<file path="src/rtl/uart_rx.sv">
// 8N1 UART receiver: 2-flop input synchroniser, mid-bit sampling, one-cycle data/framing strobes.
// Optional parity bit (even/odd via PARITY_ODD) is enabled by defining UART_RX_PARITY_EN.
module uart_rx #(
  parameter int unsigned CLKS_PER_BIT = 434,
  parameter bit          PARITY_ODD   = 1'b0
) (
  input  logic       i_clk,
  input  logic       i_rst,
  input  logic       i_rx,
  output logic [7:0] o_byte,
  output logic       o_data_valid,
  output logic       o_framing_error,
  output logic       o_busy
`ifdef UART_RX_PARITY_EN
  ,
  output logic       o_parity_error
`endif
);

  localparam int unsigned CW = (CLKS_PER_BIT > 1) ? $clog2(CLKS_PER_BIT) : 1;
  localparam logic [CW-1:0] LAST = CW'(CLKS_PER_BIT - 1);
  localparam logic [CW-1:0] HALF = CW'((CLKS_PER_BIT - 1) / 2);

  typedef enum logic [2:0] {
    IDLE,
    START,
    DATA,
`ifdef UART_RX_PARITY_EN
    PARITY,
`endif
    STOP,
    WAIT_HIGH
  } state_t;

  state_t        state;
  logic          rx_meta;
  logic          rx_s;
  logic [CW-1:0] clk_ctr;
  logic [2:0]    bit_idx;
  logic [7:0]    shift;
`ifdef UART_RX_PARITY_EN
  logic          par_bit;
`endif

  assign o_busy = (state != IDLE);

  always_ff @(posedge i_clk) begin
    if (i_rst) begin
      rx_meta         <= 1'b1;
      rx_s            <= 1'b1;
      state           <= IDLE;
      clk_ctr         <= '0;
      bit_idx         <= '0;
      shift           <= '0;
      o_byte          <= '0;
      o_data_valid    <= 1'b0;
      o_framing_error <= 1'b0;
`ifdef UART_RX_PARITY_EN
      par_bit         <= 1'b0;
      o_parity_error  <= 1'b0;
`endif
    end else begin
      rx_meta         <= i_rx;
      rx_s            <= rx_meta;
      o_data_valid    <= 1'b0;
      o_framing_error <= 1'b0;
`ifdef UART_RX_PARITY_EN
      o_parity_error  <= 1'b0;
`endif
      case (state)
        IDLE: begin
          if (!rx_s) begin
            state   <= START;
            clk_ctr <= '0;
          end
        end
        // Start bit is re-checked at its centre so a short low glitch is rejected.
        START: begin
          if (clk_ctr == HALF) begin
            clk_ctr <= '0;
            bit_idx <= '0;
            state   <= rx_s ? IDLE : DATA;
          end else begin
            clk_ctr <= clk_ctr + 1'b1;
          end
        end
        DATA: begin
          if (clk_ctr == LAST) begin
            clk_ctr         <= '0;
            shift[bit_idx]  <= rx_s;
            bit_idx         <= bit_idx + 1'b1;
            if (bit_idx == 3'd7) begin
`ifdef UART_RX_PARITY_EN
              state <= PARITY;
`else
              state <= STOP;
`endif
            end
          end else begin
            clk_ctr <= clk_ctr + 1'b1;
          end
        end
`ifdef UART_RX_PARITY_EN
        PARITY: begin
          if (clk_ctr == LAST) begin
            clk_ctr <= '0;
            par_bit <= rx_s;
            state   <= STOP;
          end else begin
            clk_ctr <= clk_ctr + 1'b1;
          end
        end
`endif
        // Leaving at mid-stop-bit gives half a bit of slack for the next start edge.
        STOP: begin
          if (clk_ctr == LAST) begin
            clk_ctr <= '0;
            if (!rx_s) begin
              o_framing_error <= 1'b1;
              state           <= WAIT_HIGH;
`ifdef UART_RX_PARITY_EN
            end else if (par_bit != ((^shift) ^ PARITY_ODD)) begin
              o_parity_error <= 1'b1;
              state          <= IDLE;
`endif
            end else begin
              o_byte       <= shift;
              o_data_valid <= 1'b1;
              state        <= IDLE;
            end
          end else begin
            clk_ctr <= clk_ctr + 1'b1;
          end
        end
        WAIT_HIGH: begin
          if (rx_s) state <= IDLE;
        end
        default: state <= IDLE;
      endcase
    end
  end

endmodule

</file>
<file path="config.mk">
export PLATFORM = sky130hd
export DESIGN_NAME = uart_rx
export DESIGN_NICKNAME = d
export VERILOG_FILES = /design/src/rtl/uart_rx.sv
export SDC_FILE = /design/constraint.sdc
export NUM_CORES = 1
export LEC_CHECK = 0
export BUFFER_PORTS_ARGS = -buffer_cell sky130_fd_sc_hd__buf_2
export CORE_ASPECT_RATIO = 2
export CORE_MARGIN = 2
export CORE_UTILIZATION = 30
export DETAILED_ROUTE_END_ITERATION = 10
export PLACE_DENSITY = 0.49
export SLEW_MARGIN = 15
export SYNTH_ARGS = -nofsm -noshare
export SYNTH_HDL_FRONTEND = slang
export SYNTH_SLANG_ARGS = --single-unit
</file>
<file path="constraint.sdc">
create_clock -name i_clk -period 1.6 [get_ports i_clk]
set_clock_uncertainty 0.05 [all_clocks]
set_input_delay 0 -clock i_clk [delete_from_list [all_inputs] [get_ports i_clk]]
set_output_delay 0 -clock i_clk [all_outputs]
set_load 0.02 [all_outputs]
</file>
Word-level counts from Yosys, hierarchy flattened
Index checks and enable logic that the tools add are counted.

storage, ports and cells
  register bits = 35
  input port bits = 3
  output and inout port bits = 11
  word-level logic and storage cells = 61

operators by class
  add/subtract/negate cells = 2
  order comparisons = 2
  equality and inequality tests = 13
  muxes and demuxes = 21
  bitwise gates (word level) = 2
  reduce and logical (&&, ||, !) cells = 12

operators by type and width
  cell                                                                                 number
  3-bit 2-to-1 mux                                                                     9
  9-bit 2-to-1 mux                                                                     3
  9-bit one-hot mux with 3 select lines                                                1
  3-bit one-hot mux with 5 select lines                                                1
  2-bit != test, second input constant                                                 6
  9-bit by 1-bit adder with 9-bit output, second input constant                        1
  9-bit by 8-bit == test with 1-bit output, second input constant                      1
  9-bit == test, second input constant                                                 1
  8-bit bitwise mux                                                                    1
  3-bit by 2-bit == test with 1-bit output, second input constant                      2
  3-bit == test, second input constant                                                 2
  3-bit one-hot mux with 2 select lines                                                1
  3-bit AND reduction                                                                  2
  6-bit AND reduction                                                                  1
  3-bit nonzero test                                                                   2
  3-bit by 4-bit < comparator with 1-bit output, second input constant                 1
  2-bit AND reduction                                                                  2
  3-bit by 1-bit adder with 3-bit output, second input constant                        1
  1-bit demux with 3-bit select                                                        1
  3-bit by 1-bit == test with 1-bit output, second input constant                      1
  3-bit by 1-bit greater-or-equal comparator with 1-bit output, second input constant  1
  3-bit zero test                                                                      1
  1-bit 2-to-1 mux                                                                     3
  3-bit OR reduction                                                                   1
  other kinds (5)                                                                      6

Longest topological paths before layout
  depth in word-level cells = 5
  depth in mapped cells = 7
  gate-level depth less buffers = 6

Worst setup path before layout
Ideal clock, no wire load.

  path type = register to register
  start = reg clk_ctr[1]
  end = reg clk_ctr[5]
  library setup time = 0.074 ns
  data arrival time = 1.538 ns
  required time = 1.476 ns
  slack = -0.062 ns
  cell stages (with the launch flop) = 8
  buffers on the path = 1
  clock period less this slack = 1.662 ns
  cells stage by stage = dfxtp_1 > inv_1 > ha_1 > and4_1 > buf_2 > a21boi_2 > o221ai_1 > a31oi_1

on the way
  cells in the longest elaborated chain, start to end = 3
  elaborated cells on any way between the ends = 6
  classes of those cells = add/sub: 1; eq/ne: 2; mux: 3

RTL lines
  item                                                            line          source
  from (decl)                                                     38            logic [CW-1:0] clk_ctr;
  from (signal assigned)                                          84            clk_ctr <= clk_ctr + 1'b1;
  from (signal assigned)                                          100           clk_ctr <= clk_ctr + 1'b1;
  from (signal assigned)                                          132           clk_ctr <= clk_ctr + 1'b1;
  9-bit by 1-bit adder with 9-bit output (tied with other cells)  84, 100, 132
  9-bit 2-to-1 mux (on tied branches)                             88, 116, 79
  9-bit one-hot mux with 3 select lines *                         70            case (state)

Mark *: on every way between the ends. The rest lies on a longest branch, timed or not.
A chain may end at the register's enable or synchronous reset.

Final worst setup path
  start = reg clk_ctr[1]
  end = reg shift[0]

on the way
  cells in the longest elaborated chain, start to end = 2

RTL lines
  item                             line  source
  9-bit == test                    88    if (clk_ctr == LAST) begin
  2-bit AND reduction (no line)    -
  to (signal, indexed assignment)  90    shift[bit_idx] <= rx_s;
  to (decl)                        40    logic [7:0] shift;

No other way between the ends.

==> metrics.md <==
| Metric | Value |
|---|---|
| Result of the run | `complete, no violations` |
| I/O pins | `14` |
| Largest cells by area after synthesis | `sky130_fd_sc_hd__dfxtp_1 38%, sky130_fd_sc_hd__mux2i_1 8.7%, sky130_fd_sc_hd__a21oi_1 3.8%` |
| Critical-path maximum fanout | `4` |
| Syn nets | `205` |
| Clock transition time at the flip-flop clock pins of the worst setup and hold paths | `~0.050 ns` |
| Fin crit period | `approximately 1.5 ns` |
| Row Count | `40` |
| Area leader, netlist | `sky130_fd_sc_hd__dfxtp_1` |
| First-pass iteration count of the detailed router | `4` |
| Number of diodes added for antenna fixing | `0` |
| Cells traversed along the worst timing path | `inv_2 > ha_4 > nand4b_4 > nor4_4 > nand2_1 > mux2i_1` |
| Dominant delay contributor by cell family on the critical path | `simple AND/OR/NAND/NOR gates` |
| Cell depth of the worst hold path | `2` |
| # Max-Cap Violations | `0` |
| Setup crit start kind | `register` |
| Synthesized area | `approximately 1800 um^2` |
| DRC violation total after the first TritonRoute iteration | `47` |
| Number of synthesized register bits | `35` |
| Top_reg_cell synth | `sky130_fd_sc_hd__dfxtp_1` |
| Count of final setup violators | `0` |
| Number of instances in the synthesized netlist | `~200` |
| Root Buffer | `sky130_fd_sc_hd__clkbuf_16` |
| Setup repair after global routing missed its margin | `yes` |
| Portion of total power attributed to sequential cells | `between 40% and 50%` |
| Cell with the largest stage delay on the worst path | `sky130_fd_sc_hd__nor4_4` |
| Aggregate global routing overflow | `0` |
| Worst EP required | `between 1.5 and 2 ns` |
| CORE AREA | `just under 6000 um^2` |
| Clock Sinks | `35` |
| Worst reg-to-reg setup slack | `between 0.08 and 0.09 ns` |
| Reg-to-Reg End | `shift[0]` |
| Worst hold path type | `primary input to register` |
| Via count | `1519` |
| Portion of the clock cycle consumed by the worst path in the final layout | `between 90% and 100%` |
| Sw Ratio | `21.1%` |
| Crit path buf inv count | `1` |
| Later-pin clock latency in the skew report | `~0.28 ns` |
| Initial cell density of the core | `30.9%` |
| Number of placed instances with taps included | `approximately 290` |
| Maximum number of pins on one net before global-route repair | `23` |
| Net Switching | `approximately 410 uW` |
| Startpoint of the worst-slack reg-to-reg timing path | `clk_ctr[1]` |
| Synthesis Warnings | `0` |
| Global-route wire length before repair | `approximately 7300 um` |
| Worst R2R Path Depth | `6` |
| Fmax | `~660 MHz` |
| Final count of pins violating max slew | `0` |
| Sequential cell area fraction in the yosys report | `a little under two fifths` |
| Last weighted congestion value of the routability-driven placer | `a little over 0.8` |
| Die area | `a little under 7000 um^2` |
| Relative contribution of combinational cells to total power | `roughly 5.1%` |
| Count of buffers inserted at the top-level ports | `13` |
| Die width | `59.4 um` |
| Category of the critical setup timing path | `register to register` |
| Crit path arrival time | `approximately 1.6 ns` |
| Final hold violation count | `0` |
| Signed area change from the synthesized netlist to the final layout | `27.6%` |
| Routed wire length | `about 4500 um` |
| Cell variety after synth | `53` |
| Hold path startpoint | `i_rst` |
| Final net count | `242` |
| Clock buffer depth | `2` |
| Critical Path Max Stage Delay | `~0.37 ns` |
| Residual DRC | `0` |
| Clock H-tree levels | `2` |
| Critical path depth in cells | `6` |
| Number of synthesized flops with an enable pin | `0` |
| CTS tree | `yes` |
| Number of buffers created by CTS | `5` |
| Avg WL per Cell | `between 15 and 20 um` |
| Number of antenna violations at the first check in global routing | `0` |
| Clock power frac | `around half` |
| Leakage | `between 0.9 and 1 nW` |
| Share of the synthesized area in the top cell type | `between 30% and 40%` |
| Post-detailed-route via-to-cell ratio | `~5` |
| Layout cells sized above 1 | `between 30% and 40%` |
| Min-Delay Endpoint | `o_byte[1]` |
| Worst IR drop on VDD | `about 760 uV` |
| Mean instance size in the synthesized netlist | `a little over 9 um^2` |
| Ys async rst share | `0%` |
| Min Hold Slack | `just over 0.07 ns` |
| Count of placed standard cells in the final layout, fillers left out | `297` |
| Int Pwr | `approximately 1.5 mW` |
| Power density of the placed cells | `825 nW/um^2` |
| Transition at the pin with the smallest max-transition slack | `~0.39 ns` |
| Tot Pwr | `1.94 mW` |
| Half-perimeter wire length of the detailed placement result | `3240 um` |
| Element type at the critical path end | `register` |
| Number of global-route vias before repair | `1518` |
| Max transition margin | `between 70% and 80%` |
| Count of antenna-violating nets left after detailed routing | `0` |
| Vertical die dimension | `115 um` |
| Total routing usage reported by global routing | `~15%` |
[worst register-to-register path: cells and delay by family, from the launching register on]
kind | cells | cell delay (ns)
adder cells (fa/ha/maj) | 1 | 0.15
buffers and inverters | 1 | 0.08
flip-flops | 1 | 0.32
multiplexers | 1 | 0.14
AND/OR/NAND/NOR | 3 | 0.65
[cells in the mapped netlist (all sizes together), types with 2 or more instances]
| cell type | number |
|---|---|
| dfxtp | 35 |
| nand2 | 17 |
| nand3 | 8 |
| or2 | 3 |
| o31a | 2 |
| and2 | 4 |
| and4 | 2 |
| ha | 5 |
| nor3 | 6 |
| inv | 5 |
| mux2i | 16 |
| nand4b | 2 |
| nand4 | 4 |
| o221ai | 2 |
| nor2b | 5 |
| a21boi | 2 |
| clkbuf | 3 |
| nor4b | 2 |
| a21oi | 15 |
| o211ai | 2 |
| or3b | 2 |
| nor2 | 14 |
| nand2b | 9 |
| nor4 | 3 |
| nor3b | 3 |
| buf | 7 |
| o22ai | 6 |
| a211oi | 2 |
[area by class of cell]
cell class                 instances  area (um^2)
multi-input combinational        147         1110
clock inverter                     1         5.00
tap                               63         78.8
fill                             605         3610
sequential                        35          713
clock buffer                       6          139
timing repair buffer              40          287
inverter                           5         18.8
[metal layers]
| metal | routed length [um] | up-vias | global-route usage (%) |
|---|---|---|---|
| li1 | - | 779 | - |
| met1 | 1630 | 708 | 14.6 |
| met2 | 2580 | 23 | 26.3 |
| met3 | 103 | 9 | 2.81 |
| met4 | 165 | 0 | 8.94 |
| met5 | 0 | - | 0 |
[cells by family (layout without fill, tap and decap cells)]
logic type,after synthesis,count (layout),share of synthesized area (%)
AND/OR/NAND/NOR,89,89,31.8
AO/OA/AOI/OAI,36,37,12.8
flip-flops,35,35,38.0
multiplexers,16,16,8.70
buffers and inverters,16,52,5.30
adder cells (fa/ha/maj),5,5,3.40
[power by group through the flow]
stage / combinational (mW) / sequential, mW / clock (mW)
2_1_floorplan: 0.0614 / 0.899 / 0
3_3_place_gp: 0.0864 / 0.900 / 0
3_5_place_dp: 0.0861 / 0.901 / 0
4_1_cts: 0.0889 / 0.882 / 0.992
5_1_grt: 0.110 / 0.883 / 1.02
6_report: 0.0992 / 0.883 / 0.957
[how the worst max path moves through the flow]
| stage | end | slack [ns] | startpoint |
|---|---|---|---|
| detailed placement | clk_ctr[0] | -0.05 | clk_ctr[1] |
| floorplan | o_byte[0] | 0.005 | clk_ctr[0] |
| global route | shift[0] | -0.04 | clk_ctr[1] |
| global placement | clk_ctr[5] | -0.03 | clk_ctr[1] |
| CTS | shift[0] | 0.01 | state[1] |
| finish | shift[0] | 0.09 | clk_ctr[1] |
[metrics by stage]
stage	util, %	area (um^2)	setup TNS, ns	worst slack [ns]
after floorplan	-	1850	0	0.00462
after global placement	35.4	2110	-0.0638	-0.0276
after detailed placement	35.4	2110	-0.227	-0.0482
after CTS	38.3	2280	0	0.0110
after global routing	39.5	2350	-0.0981	-0.0443
final	39.5	2350	0	0.0880
[cell usage in the layout (no fill, tap or decap), types with 2 or more instances in the layout]
cell type                    n
sky130_fd_sc_hd__nand3_1     7
sky130_fd_sc_hd__ha_4        2
sky130_fd_sc_hd__inv_2       2
sky130_fd_sc_hd__nor2_1     14
sky130_fd_sc_hd__dfxtp_1    27
sky130_fd_sc_hd__or2_2       2
sky130_fd_sc_hd__dfxtp_2     7
sky130_fd_sc_hd__and2_1      4
sky130_fd_sc_hd__nand2_1    17
sky130_fd_sc_hd__ha_1        3
sky130_fd_sc_hd__o31a_1      2
sky130_fd_sc_hd__buf_4      24
sky130_fd_sc_hd__nor2b_1     4
sky130_fd_sc_hd__nor4_1      2
sky130_fd_sc_hd__a21oi_1    14
sky130_fd_sc_hd__o22ai_1     6
sky130_fd_sc_hd__inv_1       3
sky130_fd_sc_hd__o221ai_1    2
sky130_fd_sc_hd__nor3b_1     2
sky130_fd_sc_hd__nor3_1      5
sky130_fd_sc_hd__o211ai_1    2
sky130_fd_sc_hd__a211oi_1    2
sky130_fd_sc_hd__or3b_4      2
sky130_fd_sc_hd__nand2b_1    9
sky130_fd_sc_hd__buf_2      13
sky130_fd_sc_hd__clkbuf_16   5
sky130_fd_sc_hd__nor4b_4     2
sky130_fd_sc_hd__nand4_1     4
sky130_fd_sc_hd__mux2i_1    16
[state kept, by name, summed over array words and instances, names as in the netlist]
signal	cells
bit_idx	3
clk_ctr	9
o_byte	8
o_data_valid	1
o_framing_error	1
rx_meta	1
rx_s	1
shift	8
state	3
[timing repair]
action,in CTS,in global routing
setup endpoints to repair,15,25
setup buffers,0,2
cloned,1,0
hold buffers,1,0
gates resized for setup,5,17
pin swaps,1,8
endpoints found under the hold margin,1,0
Note: power is estimated with default switching activity, not from simulation.
